[src/rtl/bitop16_pkg.sv]
// Shared opcode, FSM-state and sizing definitions for the bitop16 arbiter slice.
// Pure declarations: no latency, no backpressure.
package bitop16_pkg;

    localparam logic [1:0] OP_NOT  = 2'b00;
    localparam logic [1:0] OP_AND  = 2'b01;
    localparam logic [1:0] OP_OR   = 2'b10;
    localparam logic [1:0] OP_NAND = 2'b11;

    localparam int DEF_NUM_REQ = 4;
    localparam int DEF_WIDTH   = 16;

    typedef enum logic [1:0] {
        ST_IDLE = 2'b00,
        ST_EXEC = 2'b01,
        ST_RESP = 2'b10
    } state_t;

endpackage

[src/rtl/bitop16_rr_arbiter.sv]
// Combinational one-hot grant, round-robin from i_ptr with BITOP16_ARB_RR_EN, else lowest index wins.
// Zero latency; grants only among currently asserted requests.
module bitop16_rr_arbiter #(
    parameter int NUM_REQ = 4,
    parameter int PTR_W   = 2
) (
    input  logic [NUM_REQ-1:0] i_req,
`ifdef BITOP16_ARB_RR_EN
    input  logic [PTR_W-1:0]   i_ptr,
`endif
    output logic [NUM_REQ-1:0] o_grant,
    output logic [PTR_W-1:0]   o_grant_idx
);

    logic w_found;

    always_comb begin
        o_grant     = '0;
        o_grant_idx = '0;
        w_found     = 1'b0;
        for (int i = 0; i < NUM_REQ; i++) begin
            int j;
`ifdef BITOP16_ARB_RR_EN
            j = int'(i_ptr) + i;
            if (j >= NUM_REQ) j = j - NUM_REQ;
`else
            j = i;
`endif
            if (!w_found && i_req[j]) begin
                o_grant[j]  = 1'b1;
                o_grant_idx = PTR_W'(j);
                w_found     = 1'b1;
            end
        end
    end

endmodule

[src/rtl/bitop16_arbiter.sv]
// Shares one bitwise logic unit among NUM_REQ requesters; accept->rsp_valid 2 cycles, >=3 cycles/op.
// Holds in RESP while rsp_ready[w] is low; round-robin when BITOP16_ARB_RR_EN is defined, else fixed priority.
module bitop16_arbiter
    import bitop16_pkg::*;
#(
    parameter int NUM_REQ = DEF_NUM_REQ,
    parameter int WIDTH   = DEF_WIDTH
) (
    input  logic                     clk,
    input  logic                     rst_n,
    input  logic [NUM_REQ-1:0]       req_valid,
    output logic [NUM_REQ-1:0]       req_ready,
    input  logic [2*NUM_REQ-1:0]     req_op,
    input  logic [WIDTH*NUM_REQ-1:0] req_a,
    input  logic [WIDTH*NUM_REQ-1:0] req_b,
    output logic [NUM_REQ-1:0]       rsp_valid,
    input  logic [NUM_REQ-1:0]       rsp_ready,
    output logic [WIDTH-1:0]         rsp_data,
    output logic                     busy
);

    localparam int PTR_W = (NUM_REQ > 1) ? $clog2(NUM_REQ) : 1;

    state_t             r_state;
    state_t             w_next_state;
    logic [PTR_W-1:0]   r_winner;
    logic [1:0]         r_op;
    logic [WIDTH-1:0]   r_a;
    logic [WIDTH-1:0]   r_b;
    logic [WIDTH-1:0]   r_data;
    logic [NUM_REQ-1:0] w_grant;
    logic [PTR_W-1:0]   w_gidx;
    logic               w_any;
    logic               w_accept;
    logic               w_rsp_hs;
    logic [WIDTH-1:0]   w_lu_result;

    assign w_any    = |req_valid;
    assign w_accept = (r_state == ST_IDLE) && w_any;
    assign w_rsp_hs = (r_state == ST_RESP) && rsp_ready[r_winner];

`ifdef BITOP16_ARB_RR_EN
    logic [PTR_W-1:0] r_ptr;

    always_ff @(posedge clk or negedge rst_n) begin
        if (!rst_n) begin
            r_ptr <= '0;
        end else if (w_rsp_hs) begin
            r_ptr <= (int'(r_winner) == NUM_REQ - 1) ? '0 : r_winner + 1'b1;
        end
    end
`endif

    bitop16_rr_arbiter #(
        .NUM_REQ (NUM_REQ),
        .PTR_W   (PTR_W)
    ) u_arb (
        .i_req       (req_valid),
`ifdef BITOP16_ARB_RR_EN
        .i_ptr       (r_ptr),
`endif
        .o_grant     (w_grant),
        .o_grant_idx (w_gidx)
    );

    always_ff @(posedge clk or negedge rst_n) begin
        if (!rst_n) begin
            r_state <= ST_IDLE;
        end else begin
            r_state <= w_next_state;
        end
    end

    always_comb begin
        w_next_state = r_state;
        case (r_state)
            ST_IDLE: if (w_any) w_next_state = ST_EXEC;
            ST_EXEC: w_next_state = ST_RESP;
            ST_RESP: if (w_rsp_hs) w_next_state = ST_IDLE;
            default: w_next_state = ST_IDLE;
        endcase
    end

    // Ready is masked while reset is asserted so no requester sees a grant during reset.
    always_comb begin
        req_ready = '0;
        rsp_valid = '0;
        busy      = (r_state != ST_IDLE);
        if (r_state == ST_IDLE && rst_n) req_ready = w_grant;
        if (r_state == ST_RESP) rsp_valid = NUM_REQ'(1) << r_winner;
    end

    always_comb begin
        w_lu_result = '0;
        case (r_op)
            OP_NOT:  w_lu_result = ~r_a;
            OP_AND:  w_lu_result = r_a & r_b;
            OP_OR:   w_lu_result = r_a | r_b;
            OP_NAND: w_lu_result = ~(r_a & r_b);
            default: w_lu_result = '0;
        endcase
    end

    always_ff @(posedge clk or negedge rst_n) begin
        if (!rst_n) begin
            r_winner <= '0;
            r_op     <= OP_NOT;
            r_a      <= '0;
            r_b      <= '0;
            r_data   <= '0;
        end else begin
            if (w_accept) begin
                r_winner <= w_gidx;
                r_op     <= req_op[int'(w_gidx)*2 +: 2];
                r_a      <= req_a[int'(w_gidx)*WIDTH +: WIDTH];
                r_b      <= req_b[int'(w_gidx)*WIDTH +: WIDTH];
            end
            if (r_state == ST_EXEC) r_data <= w_lu_result;
        end
    end

    assign rsp_data = r_data;

endmodule

[config.mk]
export PLATFORM = sky130hd
export DESIGN_NAME = bitop16_arbiter
export DESIGN_NICKNAME = d
export VERILOG_FILES = /design/src/rtl/bitop16_pkg.sv /design/src/rtl/bitop16_rr_arbiter.sv /design/src/rtl/bitop16_arbiter.sv
export SDC_FILE = /design/constraint.sdc
export NUM_CORES = 1
export LEC_CHECK = 0
export CAP_MARGIN = 20
export CELL_PAD_IN_SITES_DETAIL_PLACEMENT = 0
export CELL_PAD_IN_SITES_GLOBAL_PLACEMENT = 2
export CORE_MARGIN = 2
export CORE_UTILIZATION = 25
export CTS_BUF_LIST = sky130_fd_sc_hd__clkbuf_4 sky130_fd_sc_hd__clkbuf_8
export DETAILED_ROUTE_END_ITERATION = 6
export PLACE_DENSITY = 0.83
export SLEW_MARGIN = 20
export SYNTH_ARGS = -nofsm -noshare
export SYNTH_HDL_FRONTEND = slang
export SYNTH_SLANG_ARGS = --single-unit
[constraint.sdc]
create_clock -name clk -period 1.9 [get_ports clk]
set_input_delay 0.38 -clock clk [delete_from_list [all_inputs] [get_ports clk]]
set_output_delay 0.38 -clock clk [all_outputs]
set_load 0.01 [all_outputs]
======== After elaboration in Yosys (flattened, before gate mapping) ========
Index checks and enable logic that the tools add are counted.
Widths: inputs -> output; s select.
cells by class
  $add $sub $neg .......................... 0
  multiply operators ...................... 0
  div/mod/pow operators ................... 0
  $lt $le $gt $ge ......................... 1
  equality and inequality tests ........... 7
  shifts and indexed selects .............. 4
  multiplexer cells ....................... 17
  bitwise gates (word level) .............. 4
  reductions and logical operators ........ 14
operators with widths
  operator             number
  $shiftx 64x7->16     2
  $pmux 16 s4          1
  $not 16->16          2
  $and 16x16->16       1
  $or 16x16->16        1
  $mux 1               8
  $mux 2               4
  $mux 4               2
  $shiftx 8x4->2       1
  $eq 2x2->1 const B   3
  $logic_and 1x1->1    6
  $pmux 2 s3           1
  $eq 2x1->1 const B   2
  $logic_not 2->1      2
  $ne 2x2->1 const B   2
  $reduce_or 4->1      1
  $shl 1x2->4 const A  1
  $logic_not 1->1      3
  $lt 2x3->1 const B   1
  $bmux 1 s2           1
  $reduce_and 2->1     1
  $reduce_bool 2->1    1
word-level totals
  register bits after elaboration ......... 54
  latch bits .............................. 0
  memory bits (writable) .................. 0
  bits in read-only memories .............. 0
  input bits .............................. 146
  word-level logic and storage cells ...... 53
  memories kept ........................... 0

======== Longest topological paths before layout ========
Gate-level depths: netlist (run 1).
  depth in word-level cells ............... 11
  mapped depth ............................ 7
  gate-level depth less buffers ........... 3

======== Modules after synthesis ========
Synthesis (run 1) repeated with hierarchy kept, for this count alone.
second synthesis, totals
  cell total of the unflattened synthesis .. 274
  area, all modules ....................... 3575.9 µm²
modules (own cells, without submodules)
  module              times used  cells each  area an instance (µm²)
  bitop16_arbiter     1           265         3512.1
  bitop16_rr_arbiter  1           9           63.8

======== Least setup slack after synthesis (run 1) ========
OpenSTA, ideal clock, no wires.
  kind .................................... input to output
  start ................................... input req_valid[0]
  end ..................................... output req_ready[3]
  data arrival time ....................... 1457 ps
  setup slack ............................. 63 ps
  stages .................................. 6
  buffers on the path ..................... 3
  path through ............................ clkbuf_1 -> clkbuf_1 -> clkbuf_1 -> nor2_1 -> nand3_1 -> nor3b_1
on the way
  longest elaborated chain between the ends .. 11
RTL lines
  element                line                      RTL
  start, declared        bitop16_arbiter.sv:11     input logic [NUM_REQ-1:0] req_valid,
  $mux 1 (*)             bitop16_rr_arbiter.sv:29  if (!w_found && i_req[j]) begin
  $logic_not 1->1        bitop16_rr_arbiter.sv:29
  $logic_and 1x1->1      bitop16_rr_arbiter.sv:29
  $mux 1 (*)             bitop16_rr_arbiter.sv:29
  $logic_not 1->1        bitop16_rr_arbiter.sv:29
  $logic_and 1x1->1      bitop16_rr_arbiter.sv:29
  $mux 1 (*)             bitop16_rr_arbiter.sv:29
  $logic_not 1->1 (*)    bitop16_rr_arbiter.sv:29
  $logic_and 1x1->1 (*)  bitop16_rr_arbiter.sv:29
  $mux 1 (*)             bitop16_rr_arbiter.sv:29
  $mux 4 (*)             bitop16_arbiter.sv:89     if (r_state == ST_IDLE && rst_n) req_ready = w_grant;
  end, declared          bitop16_arbiter.sv:12     output logic [NUM_REQ-1:0] req_ready,
Every way passes the cells marked *; elsewhere a longest branch is shown, timed or not.

======== Worst setup path after layout (run 1) ========
  start ................................... register r_state[1]
  end ..................................... output req_ready[3]
on the way
  longest elaborated chain between the ends .. 3
RTL lines
  element                 line                   RTL
  start, declared         bitop16_arbiter.sv:24  state_t r_state;
  start signal, assigned  bitop16_arbiter.sv:70  r_state <= w_next_state;
  $logic_not 2->1         bitop16_arbiter.sv:89
  $logic_and 1x1->1       bitop16_arbiter.sv:89
  $mux 4                  bitop16_arbiter.sv:89
Every way passes these cells.

==> impl_metrics.env, run 1 <==
export IMPL_cts_sinks=54
export IMPL_clockRootBuffer="clkbuf_8"
export IMPL_fin_ws_ps=81.2
export IMPL_fin_skew_ps=8.48
export IMPL_period_share_pct=95.7
export IMPL_yosys_cell_count_top_type="a21oi_1"
export IMPL_synth_top_area_cell="dfrtp_1"
export IMPL_wire_per_inst_um=17.1
export IMPL_grt_pass1_vias=4654
export IMPL_hold_violations=0
export IMPL_arrival_ps=1440
export IMPL_critPathCaptureType="output pin"
export IMPL_ant_nets=0
export IMPL_ios=171
export IMPL_yosysSeqAreaShare_pct=29.4
export IMPL_area_growth_pct=44.3
export IMPL_worst_r2r_cell_count=5
export IMPL_grt_first_pass_wirelength_um=25400
export IMPL_hp_class="in2async"
export IMPL_synth_async_reset_ratio_pct=100
export IMPL_placed_cells=940
export IMPL_worst_pin_slew_ps=732
export IMPL_grt_max_degree=65
export IMPL_p_leak_nw=2.78
export IMPL_final_cells=951
export IMPL_viasPerCell=4.98
export IMPL_yosysWarningCount=0
export IMPL_peakVddDrop_mv=0.387
export IMPL_relSlewSlack_pct=51.2
export IMPL_dr_pass1_iters=5
export IMPL_port_buffers=170
export IMPL_rsz0062_at_grt="true"
export IMPL_syn_area_um2=4600
export IMPL_diodes=0
export IMPL_die_w_um=140
export IMPL_crit_fanout=3
export IMPL_yosys_top_cells_area="dfrtp_1 (29%), a21oi_1 (9.3%), nand3b_1 (8.0%)"
export IMPL_grtUsageTotal_pct=16.2
export IMPL_rrSetupSlack_ps=150
export IMPL_finalCriticalPeriod_ps=1820
export IMPL_drtIter0Drc=233
export IMPL_dieArea_um2=19500
export IMPL_status="complete, no violations"
export IMPL_htree_levels=2
export IMPL_critPathLaunchType="flop"
export IMPL_max_freq_ghz=0.550
export IMPL_r2r_start="r_state[1]"
export IMPL_wirelength_um=16200
export IMPL_synth_top_area_share_pct=29.4
export IMPL_design_area_um2=6630
export IMPL_synthFlopType="dfrtp_1"
export IMPL_clk_pin_slew_ps=110
export IMPL_syn_inst=577
export IMPL_dp_hpwl_um=12600
export IMPL_yosys_cell_types_count=31
export IMPL_syn_nets=723
export IMPL_setup_viol=0
export IMPL_rows=49
export IMPL_syn_avg_cell_area_um2=7.97
export IMPL_vias=4736
export IMPL_antenna_found_initial=1
export IMPL_r2r_end="r_b[10]"
export IMPL_cap_violations=0
export IMPL_fin_nets=867
export IMPL_place_area_um2=6520
export IMPL_die_y_um=140
export IMPL_coreArea_um2=18000
export IMPL_drive_gt1_share_pct=10.1
export IMPL_power_per_cell_area_nw_per_um2=1060
export IMPL_holdWs_ps=224
export IMPL_drc=0
export IMPL_cts_tree="built"
export IMPL_pre_cts_slack_ps=-175
export IMPL_criticalPathCategory="reg2out"
export IMPL_initial_utilization_pct=25.5
export IMPL_synth_seq_cells=54
export IMPL_worstSkewPairLatency_ps=320
export IMPL_clk_path_buf_depth=2
export IMPL_synth_common_cells="a21oi_1 (85), dfrtp_1 (54), clkbuf_1 (52)"
export IMPL_grt_overflow=0
export IMPL_synth_edf_count=0
export IMPL_critPathLaunch="r_state[1]"
export IMPL_cts_made_buffers=5
export IMPL_cp_data_required_time_ps=1520
export IMPL_drv_slew=0
export IMPL_postCtsHoldBufs=0
export IMPL_gp_congestion=0.789
power breakdown:
part           switching (mW)  leakage [nW]  total, mW  internal, mW
registers               0.708         0.612       2.43          1.72
logic                    1.73          2.11       3.78          2.05
clock network           0.411        0.0548      0.820         0.409
worst max-delay path, stage by stage (launching register included):
cell and delay, ps:
dfrtp_1 440, nor2_4 190, nand3_1 130, nor3b_1 190, clkbuf_2 170
per-stage QoR:
stage | TNS, ps | utilization, % | power, mW
floorplan | 0 | - | 4.66
global placement | -2420 | 36.2 | 6.12
detailed placement | -2470 | 36.2 | 6.25
CTS | -3.53 | 36.9 | 7.10
global route | -31.2 | 36.8 | 7.64
finish | 0 | 36.8 | 7.03
worst max path at each step:
stage | endpoint | cells after the start
after floorplan | req_ready[3] | 6
after global placement | req_ready[2] | 4
after detailed placement | req_ready[3] | 3
after CTS | req_ready[3] | 4
after global routing | req_ready[3] | 4
final | req_ready[3] | 4
layer usage:
metal	up-vias	part of all wire, %	global-route usage (%)
li1	2376	-	-
met1	2235	47	22.5
met2	113	48	26.5
met3	10	4.7	2.89
met4	2	1.0	3.68
met5	-	0.062	0
timing repair:
action	4_1_cts	5_1_grt
gates cloned	0	0
resized for setup	14	12
setup buffers	2	1
endpoints found under the setup margin	9	6
pin swaps	1	1
area by class of cell:
cell class | count | area (µm²)
Clock buffer | 6 | 76.3
Multi-Input combinational cell | 426 | 2850
Clock inverter | 2 | 37.5
Inverter | 36 | 135
Sequential cell | 54 | 1350
Timing Repair Buffer | 198 | 1900
Tap cell | 229 | 287
Fill cell | 1900 | 11400
registers in the layout, indices dropped and copies added (netlist names):
name	count
r_b	16
r_winner	2
r_state	2
r_op	2
rsp_data	16
r_a	16
logic make-up (layout without fill, tap and decap cells):
family                 after synthesis  count (layout)  synth area share (%)
AOI/OAI and AO/OA                  221             221                  30.5
and+or+nand+nor                    204             204                  30.6
buffers and inverters               97             242                  8.98
DFF                                 54              54                  29.4
muxes                                1               1                 0.490
placed cells by master (no fill, tap or decap), types with 10 or more instances in the layout:
master and count:
buf_4 24, inv_1 36, a21oi_1 85, o21ai_0 35, nor2b_1 35, nand3b_1 49
clkdlybuf4s50_1 157, and3b_1 35, or3b_1 10, a21bo_2 15, o31ai_1 15, nand2_1 18
and3_1 17, dfrtp_1 54, nand2b_1 18, a22o_1 34, a31oi_1 34
Note: power is estimated with default switching activity, not from simulation.
==> run 2: changes to the inputs <==
--- a/config.mk
+++ b/config.mk
@@ -5,6 +5,7 @@
 export SDC_FILE = /design/constraint.sdc
 export NUM_CORES = 1
 export LEC_CHECK = 0
+export ABC_CLOCK_PERIOD_IN_PS = 1900
 export CAP_MARGIN = 20
 export CELL_PAD_IN_SITES_DETAIL_PLACEMENT = 0
 export CELL_PAD_IN_SITES_GLOBAL_PLACEMENT = 2
==> results of run 2 <==
No change in the layout: final DEF, timing and power equal those of run 1.
